[config.mk]
export PLATFORM = sky130hd
export DESIGN_NAME = pc_redirect
export DESIGN_NICKNAME = d
export VERILOG_FILES = /design/src/rtl/pc_redirect.sv
export SDC_FILE = /design/constraint.sdc
export NUM_CORES = 1
export LEC_CHECK = 0
export CAP_MARGIN = 25
export CORE_MARGIN = 5
export CORE_UTILIZATION = 42
export CTS_CLUSTER_SIZE = 8
export DETAILED_ROUTE_END_ITERATION = 8
export PLACE_DENSITY = 0.93
export SLEW_MARGIN = 20
export SYNTH_ARGS = -nofsm -noshare
export SYNTH_HDL_FRONTEND = slang
export SYNTH_SLANG_ARGS = --single-unit
[constraint.sdc]
create_clock -name clk -period 5.7 [get_ports clk]
set_input_delay 0.57 -clock clk [delete_from_list [all_inputs] [get_ports clk]]
set_output_delay 0.57 -clock clk [all_outputs]
set_load 0.02 [all_outputs]
[src/rtl/pc_redirect.sv]
// Fetch PC register and redirect/flush control for the RV32I pipeline.
// Optional branch statistics counters are built when BRANCH_STATS_EN is defined.
module pc_redirect #(
    parameter logic [31:0] RESET_PC     = 32'h0000_0000,
    parameter logic        TRAP_FLUSH_M = 1'b1
) (
    input  logic        clk,
    input  logic        rst_n,
    input  logic        stall_if,
    input  logic        br_valid,
    input  logic        br_taken,
    input  logic [31:0] br_target,
    input  logic        trap_req,
    input  logic [31:0] trap_vector,
    input  logic        mret_req,
    input  logic [31:0] mepc,
    output logic [31:0] pc_f,
    output logic [31:0] pc_plus4_f,
    output logic        flush_d,
    output logic        flush_e,
    output logic        flush_m,
    output logic        misalign_exc,
    output logic [31:0] stat_branches,
    output logic [31:0] stat_taken
);

    localparam logic [0:0] RUN   = 1'b0;
    localparam logic [0:0] REDIR = 1'b1;

    logic [0:0]  state;
    logic        br_tk;
    logic        br_aligned;
    logic        br_redir;
    logic        redirect;
    logic [31:0] pc_next;

    assign br_tk      = br_valid & br_taken;
    assign br_aligned = (br_target[1:0] == 2'b00);
    // A misaligned target never redirects; the CSR unit follows up with a trap.
    assign br_redir   = br_tk & br_aligned;
    assign redirect   = trap_req | mret_req | br_redir;

    assign pc_plus4_f   = pc_f + 32'd4;
    assign misalign_exc = br_tk & ~br_aligned;
    assign flush_d      = redirect | (state == REDIR);
    assign flush_e      = redirect;
    assign flush_m      = trap_req & TRAP_FLUSH_M;

    always_comb begin
        pc_next = pc_plus4_f;
        if (trap_req)
            pc_next = trap_vector;
        else if (mret_req)
            pc_next = mepc;
        else if (br_redir)
            pc_next = br_target;
        else if (stall_if)
            pc_next = pc_f;
    end

    always_ff @(posedge clk or negedge rst_n) begin
        if (!rst_n) begin
            pc_f  <= RESET_PC;
            state <= RUN;
        end else begin
            pc_f  <= pc_next;
            state <= redirect ? REDIR : RUN;
        end
    end

`ifdef BRANCH_STATS_EN
    logic [31:0] stat_branches_q;
    logic [31:0] stat_taken_q;

    // Counting ignores stall_if; a branch squashed by a trap is not counted.
    always_ff @(posedge clk or negedge rst_n) begin
        if (!rst_n) begin
            stat_branches_q <= 32'd0;
            stat_taken_q    <= 32'd0;
        end else if (br_valid && !trap_req) begin
            stat_branches_q <= stat_branches_q + 32'd1;
            if (br_taken && br_aligned)
                stat_taken_q <= stat_taken_q + 32'd1;
        end
    end

    assign stat_branches = stat_branches_q;
    assign stat_taken    = stat_taken_q;
`else
    assign stat_branches = 32'd0;
    assign stat_taken    = 32'd0;
`endif

endmodule

; ---- Word-level counts from Yosys, hierarchy flattened
; Index checks and enable logic that the tools add are counted.
[word_totals]
register_bits = 33
latch_bits = 0
ramBits = 0
romBits = 0
in_bits = 103
output_inout_bits = 132
word_cells = 17
mem_count = 0
[classes]
addsub = 1
n_mul = 0
div_mod_pow = 0
n_lt_le_gt_ge = 0
n_eq_ne = 1
shift = 0
n_mux = 5
n_bitwise = 7
reduce_logical = 1
[ops]
columns = operator, n
row1 = 32-bit two-way mux, 4
row2 = "32-bit by 3-bit adder with 32-bit output, second input constant", 1
row3 = "4-bit by 1-bit != test with 1-bit output, second input constant", 1
row4 = 1-bit bitwise AND, 3
row5 = 1-bit bitwise OR, 3
row6 = 2-bit zero test, 1
row7 = 1-bit two-way mux, 1
row8 = 1-bit inverter, 1

; ---- Depth between registers and ports, before layout
; Gate-level depths: netlist (run 1).
[logic_depth]
depth_word = 5
depth_mapped = 8
depth_no_buf = 5

; ---- Least setup slack after synthesis (run 1)
; No wires, ideal clock.
[synth_timing]
path_type = reg-to-output
start = register pc_f[2]
end = output pc_plus4_f[30]
t_arrival_ns = 2.054
t_required_ns = 5.130
path_slack_ns = 3.076
path_stages_with_launch = 7
path_buffers = 1
path_cell_list = dfrtp_1 -> ha_1 -> nand3_1 -> nor4_1 -> buf_2 -> and2_1 -> xor2_1
[synth_between]
elab_chain_cells = 1
[synth_lines]
columns = item, line_no
row1 = "start, declared", 17  ; output logic [31:0] pc_f,
row2 = "start signal, assigned", 66  ; pc_f <= pc_next;
row3 = 32-bit by 3-bit adder with 32-bit output, 43  ; assign pc_plus4_f = pc_f + 32'd4;
row4 = "end, declared", 18  ; output logic [31:0] pc_plus4_f,
; No other way between the ends.

; ---- Final worst setup path (run 1)
[layout_timing]
start = input br_target[1]
end = output flush_e
[layout_between]
elab_chain_cells = 3
[layout_lines]
columns = item, line_no
row1 = "start, declared", 12  ; input logic [31:0] br_target,
row2 = 2-bit zero test, 38  ; assign br_aligned = (br_target[1:0] == 2'b00);
row3 = 1-bit bitwise AND, 40  ; assign br_redir = br_tk & br_aligned;
row4 = 1-bit bitwise OR, 41  ; assign redirect = trap_req | mret_req | br_redir;
row5 = "end, declared", 20  ; output logic flush_e,
; No other way between the ends.

==> impl_metrics.yaml, run 1 <==
status:
  status: "complete, no violations"
synthesis:
  synth_top_cell_by_area: "dfrtp_1"
  ys_warn_count: 0
  synth.avg_cell_area_sq_um: 7.77
  synth_ff_type: "dfrtp_1"
  synth_top_area_share_pct: 20.9
  syn_area_sq_um: 3950
  synthArstFlopShare_pct: 100
  ys_ff_latch: 33
  ys_seq_area_share_pct: 20.9
  syn_inst: 508
  synth_edf_count: 0
  yosys-top-cells-area: "dfrtp_1, buf_4, xnor2_1, nand2_1, a21oi_1"
  yosysUniqueCellTypes: 68
final_layout:
  drive_gt1_share_pct: 5.27
  n_antenna_cell: 0
  nets: 749
  n_fill_cell: 826
  layout_common_cells: "clkdlybuf4s50_1, conb_1, nand2_1, dfrtp_1, a21oi_1"
  mostFrequentLayoutCell: "clkdlybuf4s50_1"
  area_delta_synth_final_pct: 38.3
  instances_no_fill: 756
flow_run:
  max-cap-violations: 0
floorplan:
  dieArea_sq_um: 11400
  num_io_pins: 235
  die_x_microns: 107
  core_sq_um: 9200
  initial_core_util_pct: 42.9
  num_rows: 35
  die_h_microns: 107
clock_tree:
  clock_path_buffers: 2
  path_clk_slew_ns: 0.08
  clock-sinks: 33
  ctsResizeCount: 0
  cts_buffers: 5
  htreeDepth: 2
  cts-hold-fix-buffers: 0
  cts_tree: "done"
  cts_root_buf: "clkbuf_8"
  clk_latency_ns: 0.30
  cts_setup_buffers: 0
critical_path:
  cp_max_fo: 32
  critPathKind: "in -> out"
  worstPathRequired_ns: 5.13
  slowest_delay_ns: 0.84
  cp.arrival_ns: 2.98
  cp-end-kind: "primary output"
  path_common_cell: "clkdlybuf4s50_1"
  worstReg2RegStart: "pc_f[2]$_DFFE_PN0P_"
  path_cells: "clkdlybuf4s50_1 > and4bb_2 > nor2_1 > inv_1 > clkdlybuf4s50_1"
  cp-start-kind: "primary input"
  critPathLaunch: "br_target[1]"
  crit_slowest_cell: "and4bb_2"
routing:
  vias: 4547
  drt_iter0_markers: 370
  drt_pass1_iterations: 6
  drc: 0
  drt_wl_total_microns: 15400
  wl_per_cell_microns: 20.4
  postRouteAntennaNets: 0
  viasPerCell: 6.01
timing:
  setup_tns_ns: 0
  worst_pin_slew_ns: 1.06
  period_share_pct: 62.3
  rsz0062_at_grt: "no"
  fin_crit_ns: 3.55
  worst_slew_margin_rel_pct: 28.9
  setup_viol: 0
  max_clock_freq_ghz: 0.282
  fin_skew_ns: 0.0117
  maxSlewViolCount: 0
  hold_violations: 0
global_routing:
  antenna_found_initial: 0
  grt_pass1_vias: 4514
  grt_pass1_wl_microns: 23400
  grt_use_total_pct: 25.4
  grt_overflow: 0
  grt_max_degree: 61
place:
  gp_congestion: 0.941
  hpwl_microns: 11500
  dp_cells: 749
  io_buffer_count: 170
power_and_ir_drop:
  p_per_area_nw_per_um2: 185
  vdd_ir_drop_max_v: 0.000101
  leakagePower_nw: 2.13
hold_path:
  worstHoldStart: "pc_f[27]$_DFFE_PN0P_"
  hold_class: "reg -> reg"
[worst max-delay path: cells and delay by family]
family                 cells  cell delay [ns]
and+or+nand+nor            2             0.99
buffers and inverters      3             1.41
[sequential cells by signal, indices dropped and copies added, names as in the netlist]
register,cells
pc_f,32
state,1
[per-layer routing]
| layer | up-vias | global-route usage (%) | wire length [microns] |
|---|---|---|---|
| met5 | - | 0 | 0 |
| met4 | 0 | 10.8 | 509 |
| met3 | 57 | 6.74 | 1770 |
| met2 | 362 | 41.7 | 7480 |
| met1 | 2100 | 31.4 | 5690 |
| li1 | 2028 | - | - |
[final cells by class]
type / count / area (sq um) / area share, %
inverters: 17 / 63.8 / 1.17
flip-flops and latches: 33 / 826 / 15.1
well taps: 111 / 139 / 2.55
repair buffers: 178 / 1760 / 32.2
clock buffers: 7 / 86.3 / 1.58
multi-input cells: 410 / 2580 / 47.4
[report_power, final]
part | internal (mW) | switching [mW]
clock network | 0.0962 | 0.0994
registers | 0.260 | 0.0591
logic | 0.232 | 0.260
total | 0.588 | 0.419
[cell families after synthesis]
| family | count (synthesis) | share of synthesized area (%) |
|---|---|---|
| simple gates | 178 | 26.6 |
| compound gates | 136 | 25.4 |
| buf+inv | 128 | 19.7 |
| flops | 33 | 20.9 |
| xor+xnor | 30 | 6.66 |
| fa+ha+maj | 1 | 0.317 |
| other cells | 1 | 0.0951 |
| mux | 1 | 0.254 |
[path summary, 6_finish.rpt]
| check | depth (start not counted) | to | slack (ns) |
|---|---|---|---|
| setup reg to reg | 6 | pc_f[16]$_DFFE_PN0P_ | 3.50 |
| hold reg to reg | 1 | pc_f[27]$_DFFE_PN0P_ | 0.64 |
| hold / removal | 1 | pc_f[27]$_DFFE_PN0P_ | 0.64 |
| max in group asynchronous | 2 | pc_f[9]$_DFFE_PN0P_ | 4.64 |
| setup / recovery | 5 | flush_e | 2.15 |
| min in group asynchronous | 2 | pc_f[14]$_DFFE_PN0P_ | 0.71 |
[cells in the mapped netlist (8+ instances only)]
library cell and number:
o21ai_0 20, clkbuf_1 16, a2111oi_0 9, dfrtp_1 33
nand3_1 16, nor4_1 11, and2_1 11, xnor2_1 20
nand2b_1 10, nor2_1 19, nand3b_1 8, xor2_1 10
a21oi_1 22, inv_1 17, and3_1 10, buf_4 72
nand2_1 36, nand4_1 15, buf_2 19
[per-stage QoR]
| stage | setup WS, ns | power [mW] | utilization (%) | instance area (sq um) | hold slack, ns |
|---|---|---|---|---|---|
| 2_1_floorplan | 3.08 | 0.607 | - | 4180 | 0.274 |
| 3_3_place_gp | 2.26 | 0.797 | 58.4 | 5370 | 0.615 |
| 3_5_place_dp | 2.20 | 0.808 | 58.4 | 5370 | 0.618 |
| 4_1_cts | 2.19 | 0.996 | 59.3 | 5460 | 0.637 |
| 5_1_grt | 2.00 | 1.05 | 59.3 | 5460 | 0.681 |
| 6_report | 2.15 | 1.01 | 59.3 | 5460 | 0.641 |
Power figures use the tool's default switching activity.
==> run 2, diff against run 1 <==
- CORE_UTILIZATION: 42 -> 35
- PLACE_DENSITY: 0.93 -> 0.83
- clock period: 5.7 -> 3.1 ns (I/O delays scaled with it)
==> impl_metrics.yaml, run 2 (synthesis gave the netlist of run 1 again) <==
status:
  status: "complete, no violations"
timing:
  fin_crit_ns: 3.00
  hold_violations: 0
  period_share_pct: 96.9
  setup_viol: 0
  rsz0062_at_grt: "no"
  setup_tns_ns: 0
  worst_slew_margin_rel_pct: 44.6
  fin_skew_ns: 0.00638
  worst_pin_slew_ns: 0.831
  max_clock_freq_ghz: 0.333
  hold_ws_ns: 0.130
  maxSlewViolCount: 0
critical_path:
  worstReg2RegEnd: "pc_f[14]$_DFFE_PN0P_"
  cp-end-kind: "primary output"
  worstPathRequired_ns: 2.79
  slowest_delay_ns: 0.65
  worstReg2RegStart: "pc_f[3]$_DFFE_PN0P_"
  cp.arrival_ns: 2.69
  cp.depth: 6
  regToRegSetupSlack_ns: 0.97
  critPathTopFamily: "simple AND/OR/NAND/NOR gates"
  critPathKind: "reg -> out"
  crit_slowest_cell: "clkdlybuf4s50_1"
  cp_max_fo: 6
  cp-start-kind: "register"
  path_cells: "ha_1 > and3_1 > nand4_1 > nor2_1 > xor2_1 > clkdlybuf4s50_1"
  r2r_cells: 6
  path_buf_inv: 1
routing:
  wl_per_cell_microns: 20.2
  viasPerCell: 5.76
  vias: 4634
  drt_iter0_markers: 361
  drc: 0
  postRouteAntennaNets: 0
  drt_pass1_iterations: 5
  drt_wl_total_microns: 16200
floorplan:
  num_io_pins: 235
  initial_core_util_pct: 36.1
  dieArea_sq_um: 13500
  core_sq_um: 10900
  num_rows: 38
  die_h_microns: 116
  die_x_microns: 116
clock_tree:
  path_clk_slew_ns: 0.06
  cts_setup_buffers: 0
  clock-sinks: 33
  clock_path_buffers: 2
  clk_latency_ns: 0.29
  cts-hold-fix-buffers: 0
  htreeDepth: 2
  ctsResizeCount: 0
  cts_root_buf: "clkbuf_16"
  cts_buffers: 5
  cts_tree: "done"
power_and_ir_drop:
  power_frac_seq_pct: 27.2
  power_switching_uw: 809
  combinationalPowerShare_pct: 47.9
  vdd_ir_drop_max_v: 0.000204
  leakagePower_nw: 2.25
  clockPowerShare_pct: 24.8
  internal-power_mw: 1.23
  p_sw_share_pct: 39.7
  p_per_area_nw_per_um2: 356
global_routing:
  grt_overflow: 0
  grt_use_total_pct: 22.7
  grt_max_degree: 40
  grt_pass1_vias: 4440
  antenna_found_initial: 0
  grt_pass1_wl_microns: 24200
final_layout:
  area_delta_synth_final_pct: 44.9
  drive_gt1_share_pct: 8.87
  layout_common_cells: "clkdlybuf4s50_1, conb_1, nand2_1, dfrtp_1, buf_4"
  n_antenna_cell: 0
  largest_register_ffs: 32
  top_register: "pc_f"
  mostFrequentLayoutCell: "clkdlybuf4s50_1"
  largest_registers: "pc_f (32), state (1)"
  nets: 768
flow_run:
  max-cap-violations: 0
place:
  io_buffer_count: 170
  hpwl_microns: 12500
  gp_congestion: 0.922
hold_path:
  hold_class: "in -> async"
run 2: changes by cell type in the layout (fill, tap and decap cells not counted), moves of 2 or more:
| cell | previous run | this run |
|---|---|---|
| nor4_2 | 2 | 4 |
| nor4_1 | 10 | 8 |
| clkinvlp_4 | 0 | 3 |
| buf_4 | 8 | 26 |
| clkbuf_8 | 6 | 0 |
| clkbuf_16 | 0 | 5 |
run 2: layout make-up:
class | count | area (sq um)
fill | 1046 | 5220
multi-input combinational | 410 | 2600
timing repair buffer | 197 | 1910
sequential | 33 | 827
tap | 140 | 175
clock buffer | 5 | 125
inverter | 17 | 63.8
clock inverter | 3 | 22.5
run 2: per-stage QoR:
step / setup WS [ns] / util, % / cells / cell area [sq um] / total power, mW
4_1_cts: 0.0420 / 52.2 / 805 / 5700 / 2.03
3_3_place_gp: 0.438 / 50.8 / 797 / 5560 / 1.51
3_5_place_dp: 0.381 / 50.8 / 797 / 5560 / 1.52
6_report: 0.0964 / 52.3 / 805 / 5720 / 2.04
5_1_grt: 0.0156 / 52.3 / 805 / 5720 / 2.13
2_1_floorplan: 0.736 / - / 571 / 4180 / 1.12
run 2: how the worst max path moves through the flow:
| stage | startpoint | end | slack [ns] |
|---|---|---|---|
| finish | pc_f[3]$_DFFE_PN0P_ | pc_plus4_f[26] | 0.1 |
| CTS | pc_f[17]$_DFFE_PN0P_ | pc_plus4_f[30] | 0.04 |
| global route | pc_f[6]$_DFFE_PN0P_ | pc_plus4_f[29] | 0.02 |
| floorplan | pc_f[2]$_DFFE_PN0P_ | pc_plus4_f[30] | 0.74 |
| detailed placement | pc_f[17]$_DFFE_PN0P_ | pc_plus4_f[30] | 0.38 |
| global placement | pc_f[17]$_DFFE_PN0P_ | pc_plus4_f[30] | 0.44 |
run 2: worst reg2reg max path, stage by stage, from the launching register on:
cell and delay [ns]:
dfrtp_1 0.44, ha_1 0.25, nand3_1 0.22, buf_4 0.24, or4_1 0.51, a31oi_1 0.27, nor2_1 0.08
run 2: power groups by stage:
| stage | Sequential, mW | Clock [mW] | Combinational (mW) |
|---|---|---|---|
| finish | 0.554 | 0.506 | 0.977 |
| global route | 0.563 | 0.531 | 1.03 |
| CTS | 0.551 | 0.513 | 0.969 |
| detailed placement | 0.558 | 0 | 0.965 |
| global placement | 0.552 | 0 | 0.955 |
| floorplan | 0.596 | 0 | 0.519 |
run 2: per-layer routing:
layer | share of wire [%] | GRT usage, % | vias up
met5 | 0 | 0 | -
met4 | 2.8 | 6.88 | 0
met3 | 10 | 5.18 | 42
met2 | 49 | 39.1 | 326
met1 | 38 | 28.5 | 2195
li1 | - | - | 2071
==> run 3, diff against run 2 <==
- ABC_CLOCK_PERIOD_IN_PS: default -> 3100
==> results of run 3 <==
No change in the layout: final DEF, timing and power equal those of run 2.
